--- src/rtl/gate_arb_pkg.sv ---
// Shared constants for the round-robin gate arbiter: opcodes, FSM encoding
// and the round-robin winner search.
package gate_arb_pkg;

    localparam logic [1:0] OP_AND  = 2'b00;
    localparam logic [1:0] OP_OR   = 2'b01;
    localparam logic [1:0] OP_XOR  = 2'b10;
    localparam logic [1:0] OP_NAND = 2'b11;

    localparam logic [1:0] ST_IDLE = 2'd0;
    localparam logic [1:0] ST_EXEC = 2'd1;
    localparam logic [1:0] ST_RESP = 2'd2;

    // First set request bit scanning ptr, ptr+1, ... wrapping at nreq-1.
    // Sized for the largest supported requester count (8); ptr < nreq assumed.
    function automatic logic [2:0] rr_pick(input logic [7:0] req,
                                           input logic [2:0] ptr,
                                           input int nreq);
        logic found;
        int   idx;
        rr_pick = 3'd0;
        found   = 1'b0;
        for (int i = 0; i < 8; i++) begin
            idx = int'(ptr) + i;
            if (idx >= nreq) idx = idx - nreq;
            if (i < nreq && !found && req[idx[2:0]]) begin
                rr_pick = idx[2:0];
                found   = 1'b1;
            end
        end
    endfunction

endpackage

--- src/rtl/gate_alu.sv ---
// Combinational W-bit logic unit shared by all requesters (AND/OR/XOR/NAND).
module gate_alu
    import gate_arb_pkg::*;
#(
    parameter int W = 1
) (
    input  logic [W-1:0] a,
    input  logic [W-1:0] b,
    input  logic [1:0]   op,
    output logic [W-1:0] y
);

    always_comb begin
        y = '0;
        case (op)
            OP_AND:  y = a & b;
            OP_OR:   y = a | b;
            OP_XOR:  y = a ^ b;
            OP_NAND: y = ~(a & b);
            default: y = '0;
        endcase
    end

endmodule

--- src/rtl/gate_rr_arbiter.sv ---
// Round-robin sequencer sharing one gate_alu among NREQ requesters.
// Build with GATE_ARB_STATS_EN to get a saturating completed-transaction counter.
module gate_rr_arbiter
    import gate_arb_pkg::*;
#(
    parameter  int NREQ = 4,
    parameter  int W    = 1,
    localparam int IDW  = (NREQ > 1) ? $clog2(NREQ) : 1
) (
    input  logic              clk,
    input  logic              rst_n,
    input  logic [NREQ-1:0]   req,
    input  logic [NREQ*W-1:0] op_a,
    input  logic [NREQ*W-1:0] op_b,
    input  logic [NREQ*2-1:0] opcode,
    output logic [NREQ-1:0]   gnt,
    output logic              res_valid,
    output logic [W-1:0]      res_data,
    output logic [IDW-1:0]    res_id,
    input  logic              res_ack,
    output logic [7:0]        txn_count
);

    // Handshake: res_valid rises with the result and stays high, with res_data and
    // res_id frozen, until res_ack is sampled high; that edge completes the transfer.

    logic [1:0]     state;
    logic [IDW-1:0] ptr;
    logic [IDW-1:0] win_id;
    logic [IDW-1:0] pick;
    logic [W-1:0]   a_q;
    logic [W-1:0]   b_q;
    logic [1:0]     op_q;
    logic [W-1:0]   alu_y;

    assign pick = IDW'(rr_pick(8'(req), 3'(ptr), NREQ));

    gate_alu #(.W(W)) u_alu (
        .a  (a_q),
        .b  (b_q),
        .op (op_q),
        .y  (alu_y)
    );

    always_ff @(posedge clk) begin
        if (!rst_n) begin
            state     <= ST_IDLE;
            ptr       <= '0;
            win_id    <= '0;
            a_q       <= '0;
            b_q       <= '0;
            op_q      <= '0;
            gnt       <= '0;
            res_valid <= 1'b0;
            res_data  <= '0;
            res_id    <= '0;
        end else begin
            case (state)
                ST_IDLE: begin
                    if (|req) begin
                        gnt    <= NREQ'(1) << pick;
                        a_q    <= op_a[pick*W +: W];
                        b_q    <= op_b[pick*W +: W];
                        op_q   <= opcode[pick*2 +: 2];
                        win_id <= pick;
                        state  <= ST_EXEC;
                    end
                end
                ST_EXEC: begin
                    gnt       <= '0;
                    res_data  <= alu_y;
                    res_id    <= win_id;
                    res_valid <= 1'b1;
                    state     <= ST_RESP;
                end
                ST_RESP: begin
                    // The winner drops to lowest priority for the next round.
                    if (res_ack) begin
                        res_valid <= 1'b0;
                        ptr       <= (win_id == IDW'(NREQ - 1)) ? '0 : win_id + 1'b1;
                        state     <= ST_IDLE;
                    end
                end
                default: state <= ST_IDLE;
            endcase
        end
    end

`ifdef GATE_ARB_STATS_EN
    logic [7:0] count_q;

    always_ff @(posedge clk) begin
        if (!rst_n) begin
            count_q <= 8'd0;
        end else if (state == ST_RESP && res_valid && res_ack && count_q != 8'hFF) begin
            count_q <= count_q + 8'd1;
        end
    end

    assign txn_count = count_q;
`else
    assign txn_count = 8'd0;
`endif

endmodule

--- config.mk ---
export PLATFORM = sky130hd
export DESIGN_NAME = gate_rr_arbiter
export DESIGN_NICKNAME = d
export VERILOG_FILES = /design/src/rtl/gate_arb_pkg.sv /design/src/rtl/gate_alu.sv /design/src/rtl/gate_rr_arbiter.sv
export SDC_FILE = /design/constraint.sdc
export NUM_CORES = 1
export LEC_CHECK = 0
export CAP_MARGIN = 20
export CORE_MARGIN = 2
export CORE_UTILIZATION = 46
export DETAILED_ROUTE_END_ITERATION = 8
export GPL_ROUTABILITY_DRIVEN = 0
export GPL_TIMING_DRIVEN = 0
export MAX_ROUTING_LAYER = met4
export PLACE_DENSITY = 0.83
export SETUP_SLACK_MARGIN = 0.15
export SYNTH_ARGS = -nofsm -noshare
export SYNTH_HDL_FRONTEND = slang
export SYNTH_SLANG_ARGS = --single-unit
--- constraint.sdc ---
create_clock -name clk -period 2.5 [get_ports clk]
set_clock_uncertainty 0.05 [all_clocks]
set_input_delay 0.625 -clock clk [delete_from_list [all_inputs] [get_ports clk]]
set_output_delay 0.625 -clock clk [all_outputs]
set_load 0.02 [all_outputs]
==> results.yml, run 1 <==
critical_path:
  critical_path.reg2reg.endpoint: "op_q[0]"
  timing.critical_path.max_delay_family: "compound AO/OA/AOI/OAI gates"
  worstPathRequired_ns: 2.61
  timing.critical_path.buf_inv: 1
  critical_path.cell_chain: "clkdlybuf4s50_1 -> mux2i_1 -> nor2_1 -> a311oi_2 -> or2_1 -> o221ai_1"
  worstSetupEndpointType: "register"
  worst_setup_path_endpoint: "op_q[0]"
  worst-path-stages: 6
  cp_max_fo: 5
  setup.reg_to_reg.worst_slack_ns: 0.73
  timing.reg2reg.worst_path_depth: 5
  worst-setup-path-type: "in2reg"
  critical-path-slowest-cell: "sky130_fd_sc_hd__clkdlybuf4s50_1"
  critPathLaunch: "req[0]"
  critPathLaunchType: "input port"
  timing.rr.start: "ptr[1]"
  worst_path_largest_cell_delay_ns: 0.52
  worst-endpoint-arrival_ns: 2.22
logic_synthesis:
  synthArstFlopShare_pct: 0
  seq_area_frac_synth_pct: 35.2
  yosys_warnings: 0
  synth_top_flop_cell: "sky130_fd_sc_hd__dfxtp_1"
  synth_enable_flop_cells: 0
  synth_cell_types: 34
  postSynthCellCount: 110
  mappedNetlistArea_um2: 1020
  synth-seq-cells: 18
  synth_area_per_cell_um2: 9.32
clock_tree:
  cts_setup_buffers: 0
  cts-buffers-inserted: 3
  cts_hold_buf: 0
  clk_pin_slew_ns: 0.11
  tritoncts_clock_tree: "yes"
  cts.root.buffer_cell: "sky130_fd_sc_hd__clkbuf_4"
  cts_htree_levels: 1
  cts-resized-gates: 0
  cts_sinks: 18
  ctsLongestPathBuffers: 2
  worst_skew_pair.late_latency_ns: 0.29
detailed_routing:
  drtPass1Iterations: 4
  dr.first_iter.drc_count: 6
  total_via_count_after_detailed_routing: 915
  route.final.wire_length_um: 2110
  routed_via_density: 5.11
  drtAntennaViolNets: 0
  remaining_drc_errors: 0
  wl_per_cell_um: 11.8
timing:
  tns_ns: 0
  final_hold_violation_count: 0
  fmaxAchievable_mhz: 475
  layout_min_cycle_time_ns: 2.11
  unrepaired_setup_endpoints_after_global_routing: "false"
  period_share_pct: 84.3
  final-max-slew-violation-count: 0
  finalSetupViolCount: 0
global_route:
  grt_use_total_pct: 18.6
  grt_start_max_net_pins: 11
  gr-total-overflow: 0
  grt_pass1_wl_um: 3620
  antenna_found_initial: 0
  first_global_vias: 913
layout:
  area_growth_pct: 38.8
  finalNonFillerCells: 179
  final_core_utilization_pct: 66.2
  final_common_cell: "sky130_fd_sc_hd__clkdlybuf4s50_1"
  share_of_final_layout_standard_cells_stronger_than_drive_strength_1_pct: 13.9
  layout.cells.most_common_list: "sky130_fd_sc_hd__clkdlybuf4s50_1, sky130_fd_sc_hd__dfxtp_1, sky130_fd_sc_hd__mux2i_1"
  n_antenna_cell: 0
  layout.nets: 178
place:
  dp.final_hpwl_um: 1730
  numPortBuffers: 30
  place_inst: 175
worst_hold_path:
  worst_hold_startpoint: "gnt[1]"
  type_of_the_most_critical_hold_path: "reg2reg"
power:
  vdd_drop_max_uv: 363
  power.density_nw_per_um2: 493
  power_leakage_uw: 0.000568
floorplan:
  start_util_pct: 47.7
  count_of_boundary_i_o_pins: 39
  floorplan.core_area_um2: 2150
  die_height_um: 51.2
  fp.dieW_um: 51.2
  site_row_count: 17
  die_ar_um2: 2620
flow_run:
  maxCapViolations: 0
run_status:
  run_status: "finished, final reports clean"
report_power, final:
part           switching, uW  internal [uW]  total, uW  leakage [uW]
registers               22.3            310        332      0.000147
clock network           88.5           88.6        177     0.0000210
logic                   89.2            103        192      0.000400
total                    200            502        702      0.000568
Yosys cell counts (2+ instances only):
| cell type | instances | share of area [%] |
|---|---|---|
| sky130_fd_sc_hd__a21boi_1 | 2 | 1.5 |
| sky130_fd_sc_hd__a21oi_1 | 5 | 2.4 |
| sky130_fd_sc_hd__buf_4 | 8 | 5.9 |
| sky130_fd_sc_hd__clkbuf_1 | 2 | 0.73 |
| sky130_fd_sc_hd__dfxtp_1 | 18 | 35 |
| sky130_fd_sc_hd__ha_1 | 3 | 3.7 |
| sky130_fd_sc_hd__inv_1 | 6 | 2.2 |
| sky130_fd_sc_hd__mux2i_1 | 13 | 13 |
| sky130_fd_sc_hd__nand2_1 | 8 | 2.9 |
| sky130_fd_sc_hd__nand3_1 | 4 | 2.0 |
| sky130_fd_sc_hd__nor2_1 | 2 | 0.73 |
| sky130_fd_sc_hd__nor2b_1 | 9 | 5.5 |
| sky130_fd_sc_hd__nor3_1 | 2 | 0.98 |
| sky130_fd_sc_hd__o21a_1 | 2 | 1.5 |
| sky130_fd_sc_hd__o21ai_0 | 3 | 1.5 |
| sky130_fd_sc_hd__o21ai_1 | 2 | 0.98 |
| sky130_fd_sc_hd__o221ai_1 | 4 | 3.4 |
registers in the layout, indices dropped and copies added, names as in the netlist:
name,count
a_q,1
b_q,1
gnt,4
op_q,2
ptr,2
res_data,1
res_id,2
res_valid,1
state,2
win_id,2
cell families after synthesis:
kind of cell | count (synthesis) | synth area share [%]
multiplexers | 13 | 12.7
adder cells (fa/ha/maj) | 3 | 3.66
other | 1 | 0.366
buffers and inverters | 18 | 11.4
AND/OR/NAND/NOR | 33 | 18.6
flip-flops | 18 | 35.2
AO/OA/AOI/OAI | 24 | 18.2
tightest hold or removal path, cell delays in order, from the launching register on:
cell and delay, ns:
sky130_fd_sc_hd__dfxtp_1 0.32, sky130_fd_sc_hd__nand2_1 0.05, sky130_fd_sc_hd__o21ai_1 0.05
per-stage QoR:
stage / power, uW / instance area [um2] / hold slack [ns] / setup slack [ns]
finish: 702 / 1420 / 0.411 / 0.393
global route: 744 / 1420 / 0.452 / 0.259
CTS: 705 / 1420 / 0.409 / 0.385
detailed placement: 531 / 1390 / 0.395 / 0.0813
global placement: 524 / 1390 / 0.390 / 0.132
floorplan: 454 / 1050 / 0.401 / 0.821
final cells by class:
cell class,count,area [um2]
Fill cell,190,726
Multi-Input combinational cell,81,574
Sequential cell,18,360
Timing Repair Buffer,30,300
Buffer,12,93.8
Clock buffer,4,36.3
Tap cell,28,35.0
Inverter,6,22.5
routing by layer:
layer / track usage, % / share of wire (%) / wire length [um]
met1: 19.1 / 41 / 861
met4: 4.95 / 1.6 / 34
met2: 35.1 / 53 / 1120
met5: - / 0 / 0
met3: 4.39 / 4.6 / 98
worst min-delay path by stage:
stage                end  slack [ns]  cells after the start
3_3_place_gp      gnt[1]        0.39                      2
4_1_cts           gnt[1]        0.41                      2
3_5_place_dp      gnt[1]        0.39                      2
2_1_floorplan  win_id[1]        0.40                      2
5_1_grt           gnt[1]        0.45                      2
6_report          gnt[1]        0.41                      2
Power figures use the tool's default switching activity.
==> run 2, diff against run 1 <==
--- a/config.mk
+++ b/config.mk
@@ -7,12 +7,12 @@
 export LEC_CHECK = 0
 export CAP_MARGIN = 20
 export CORE_MARGIN = 2
-export CORE_UTILIZATION = 46
+export CORE_UTILIZATION = 43
 export DETAILED_ROUTE_END_ITERATION = 8
 export GPL_ROUTABILITY_DRIVEN = 0
 export GPL_TIMING_DRIVEN = 0
 export MAX_ROUTING_LAYER = met4
-export PLACE_DENSITY = 0.83
+export PLACE_DENSITY = 0.79
 export SETUP_SLACK_MARGIN = 0.15
 export SYNTH_ARGS = -nofsm -noshare
 export SYNTH_HDL_FRONTEND = slang
==> constraint.sdc (replaced) <==
create_clock -name clk -period 2.05 [get_ports clk]
set_clock_uncertainty 0.05 [all_clocks]
set_input_delay 0.5125 -clock clk [delete_from_list [all_inputs] [get_ports clk]]
set_output_delay 0.5125 -clock clk [all_outputs]
set_load 0.02 [all_outputs]
==> run 2 against run 1 <==
Sequential share of layout area decreased by 0.50 points; flip-flop and latch count unchanged; core utilization shrank 1.2 points; wire length stayed put; critical path type is now reg2out; clock-buffer cell count did not move; register-to-register slack got worse by 0.26 ns; worst hold slack lost 0.0034 ns; clock power increased by 24%; final cell count increased by 1.7%; first-iteration DRC count rose by 83%.
==> results.yml, run 2 (synthesis results as in run 1) <==
run_status:
  run_status: "finished, final reports clean"
place:
  postPlaceCellArea_um2: 1390
  numPortBuffers: 30
  dp.final_hpwl_um: 1680
floorplan:
  count_of_boundary_i_o_pins: 39
  start_util_pct: 45.9
  die_ar_um2: 2790
  die_height_um: 52.8
  site_row_count: 17
  fp.dieW_um: 52.8
  floorplan.core_area_um2: 2230
timing:
  final-max-slew-violation-count: 0
  timing.hold.ws_ns: 0.408
  finalSetupViolCount: 0
  fmaxAchievable_mhz: 549
  period_share_pct: 88.9
  unrepaired_setup_endpoints_after_global_routing: "false"
  final_hold_violation_count: 0
  layout_min_cycle_time_ns: 1.82
  tns_ns: 0
layout:
  share_of_final_layout_standard_cells_stronger_than_drive_strength_1_pct: 16.2
  postLayoutCellArea_um2: 1450
  largest_register_ffs: 4
  area_growth_pct: 41.6
  layout.cells.most_common_list: "sky130_fd_sc_hd__clkdlybuf4s50_1, sky130_fd_sc_hd__dfxtp_1, sky130_fd_sc_hd__mux2i_1"
  final_common_cell: "sky130_fd_sc_hd__clkdlybuf4s50_1"
  layout.nets: 181
  n_antenna_cell: 0
  largest-register: "gnt"
critical_path:
  worst-setup-path-type: "reg2out"
  worst-endpoint-arrival_ns: 1.26
  critPathLaunchType: "register"
  worstSetupEndpointType: "output pin"
  cp_max_fo: 2
  timing.rr.start: "ptr[1]"
  critPathLaunch: "res_id[1]"
  critical-path-slowest-cell: "sky130_fd_sc_hd__clkdlybuf4s50_1"
  worst-path-stages: 1
  worstPathRequired_ns: 1.49
  timing.critical_path.buf_inv: 1
  timing.reg2reg.worst_path_depth: 6
  worst_path_largest_cell_delay_ns: 0.61
  timing.critical_path.max_delay_family: "buffers and inverters"
  critical_path.cell_chain: "clkdlybuf4s50_1"
power:
  p_comb_share_pct: 27.8
  power_leakage_uw: 0.000604
  seq_power_share_pct: 46.9
  total_switching_power_uw: 246
  power.internal_uw: 619
  swShare_pct: 28.5
  power.density_nw_per_um2: 596
  pwr-share-clk_pct: 25.3
  vdd_drop_max_uv: 454
global_route:
  first_global_vias: 762
  grt_use_total_pct: 17.5
  antenna_found_initial: 0
  grt_start_max_net_pins: 11
  grt_pass1_wl_um: 3380
  gr-total-overflow: 0
clock_tree:
  tritoncts_clock_tree: "yes"
  worst_skew_pair.late_latency_ns: 0.29
  ctsLongestPathBuffers: 2
  cts.root.buffer_cell: "sky130_fd_sc_hd__clkbuf_4"
  cts_hold_buf: 0
  cts-buffers-inserted: 3
  cts_sinks: 18
  cts_htree_levels: 1
  clk_pin_slew_ns: 0.11
detailed_routing:
  routed_via_density: 4.91
  route.final.wire_length_um: 2110
  total_via_count_after_detailed_routing: 894
  remaining_drc_errors: 0
  drtAntennaViolNets: 0
  wl_per_cell_um: 11.6
  dr.first_iter.drc_count: 11
  drtPass1Iterations: 4
worst_hold_path:
  type_of_the_most_critical_hold_path: "reg2reg"
  worst_hold_startpoint: "gnt[0]"
  holdPathStages: 2
flow_run:
  maxCapViolations: 0
## run 2: cell count changes in the layout (fill, tap and decap cells not counted), sizes merged
| cell | previous run | this run |
|---|---|---|
| dlygate4sd2 | 0 | 1 |
| buf | 10 | 13 |
| clkdlybuf4s50 | 30 | 27 |
| dlymetal6s2s | 0 | 2 |
## run 2: timing repair
| item | 4_1_cts | 5_1_grt |
|---|---|---|
| endpoints found under the setup margin | 4 | 5 |
| gates resized for setup | 1 | 3 |
| pin swaps | 1 | 1 |
| endpoints found under the hold margin | 0 | 0 |
| buffers inserted | 2 | 1 |
## run 2: metal layers
metal	global-route usage [%]	share of wire, %	up-vias
li1	-	-	458
met1	20.9	47	410
met2	27.5	48	22
met3	3.71	3.2	4
met4	8.97	1.9	0
met5	-	0	-
## run 2: cell type report
cell class	count	area, um2
sequential	18	360
timing repair buffer	33	327
inverter	6	22.5
tap	28	35.0
fill	195	782
buffer	12	93.8
clock buffer	4	36.3
multi-input combinational	81	577
## run 2: path summary, 6_finish.rpt
kind	end	slack (ns)
setup reg to reg	a_q	0.47
hold / removal	gnt[0]	0.41
hold reg to reg	gnt[0]	0.41
setup / recovery	res_id[1]	0.23
## run 2: power groups by stage
stage	Clock [uW]	Combinational [uW]	Sequential, uW
floorplan	0	136	417
global placement	0	228	412
detailed placement	0	232	413
CTS	229	237	406
global route	239	266	411
finish	219	241	406
## run 2: per-stage QoR
stage / setup slack (ns) / util (%) / cells / power, uW
after floorplan: 0.483 / - / 117 / 554
final: 0.227 / 65.0 / 182 / 866
after detailed placement: -0.243 / 62.1 / 175 / 645
after global routing: 0.183 / 65.0 / 182 / 916
after CTS: 0.171 / 64.3 / 181 / 872
after global placement: -0.215 / 62.1 / 175 / 640
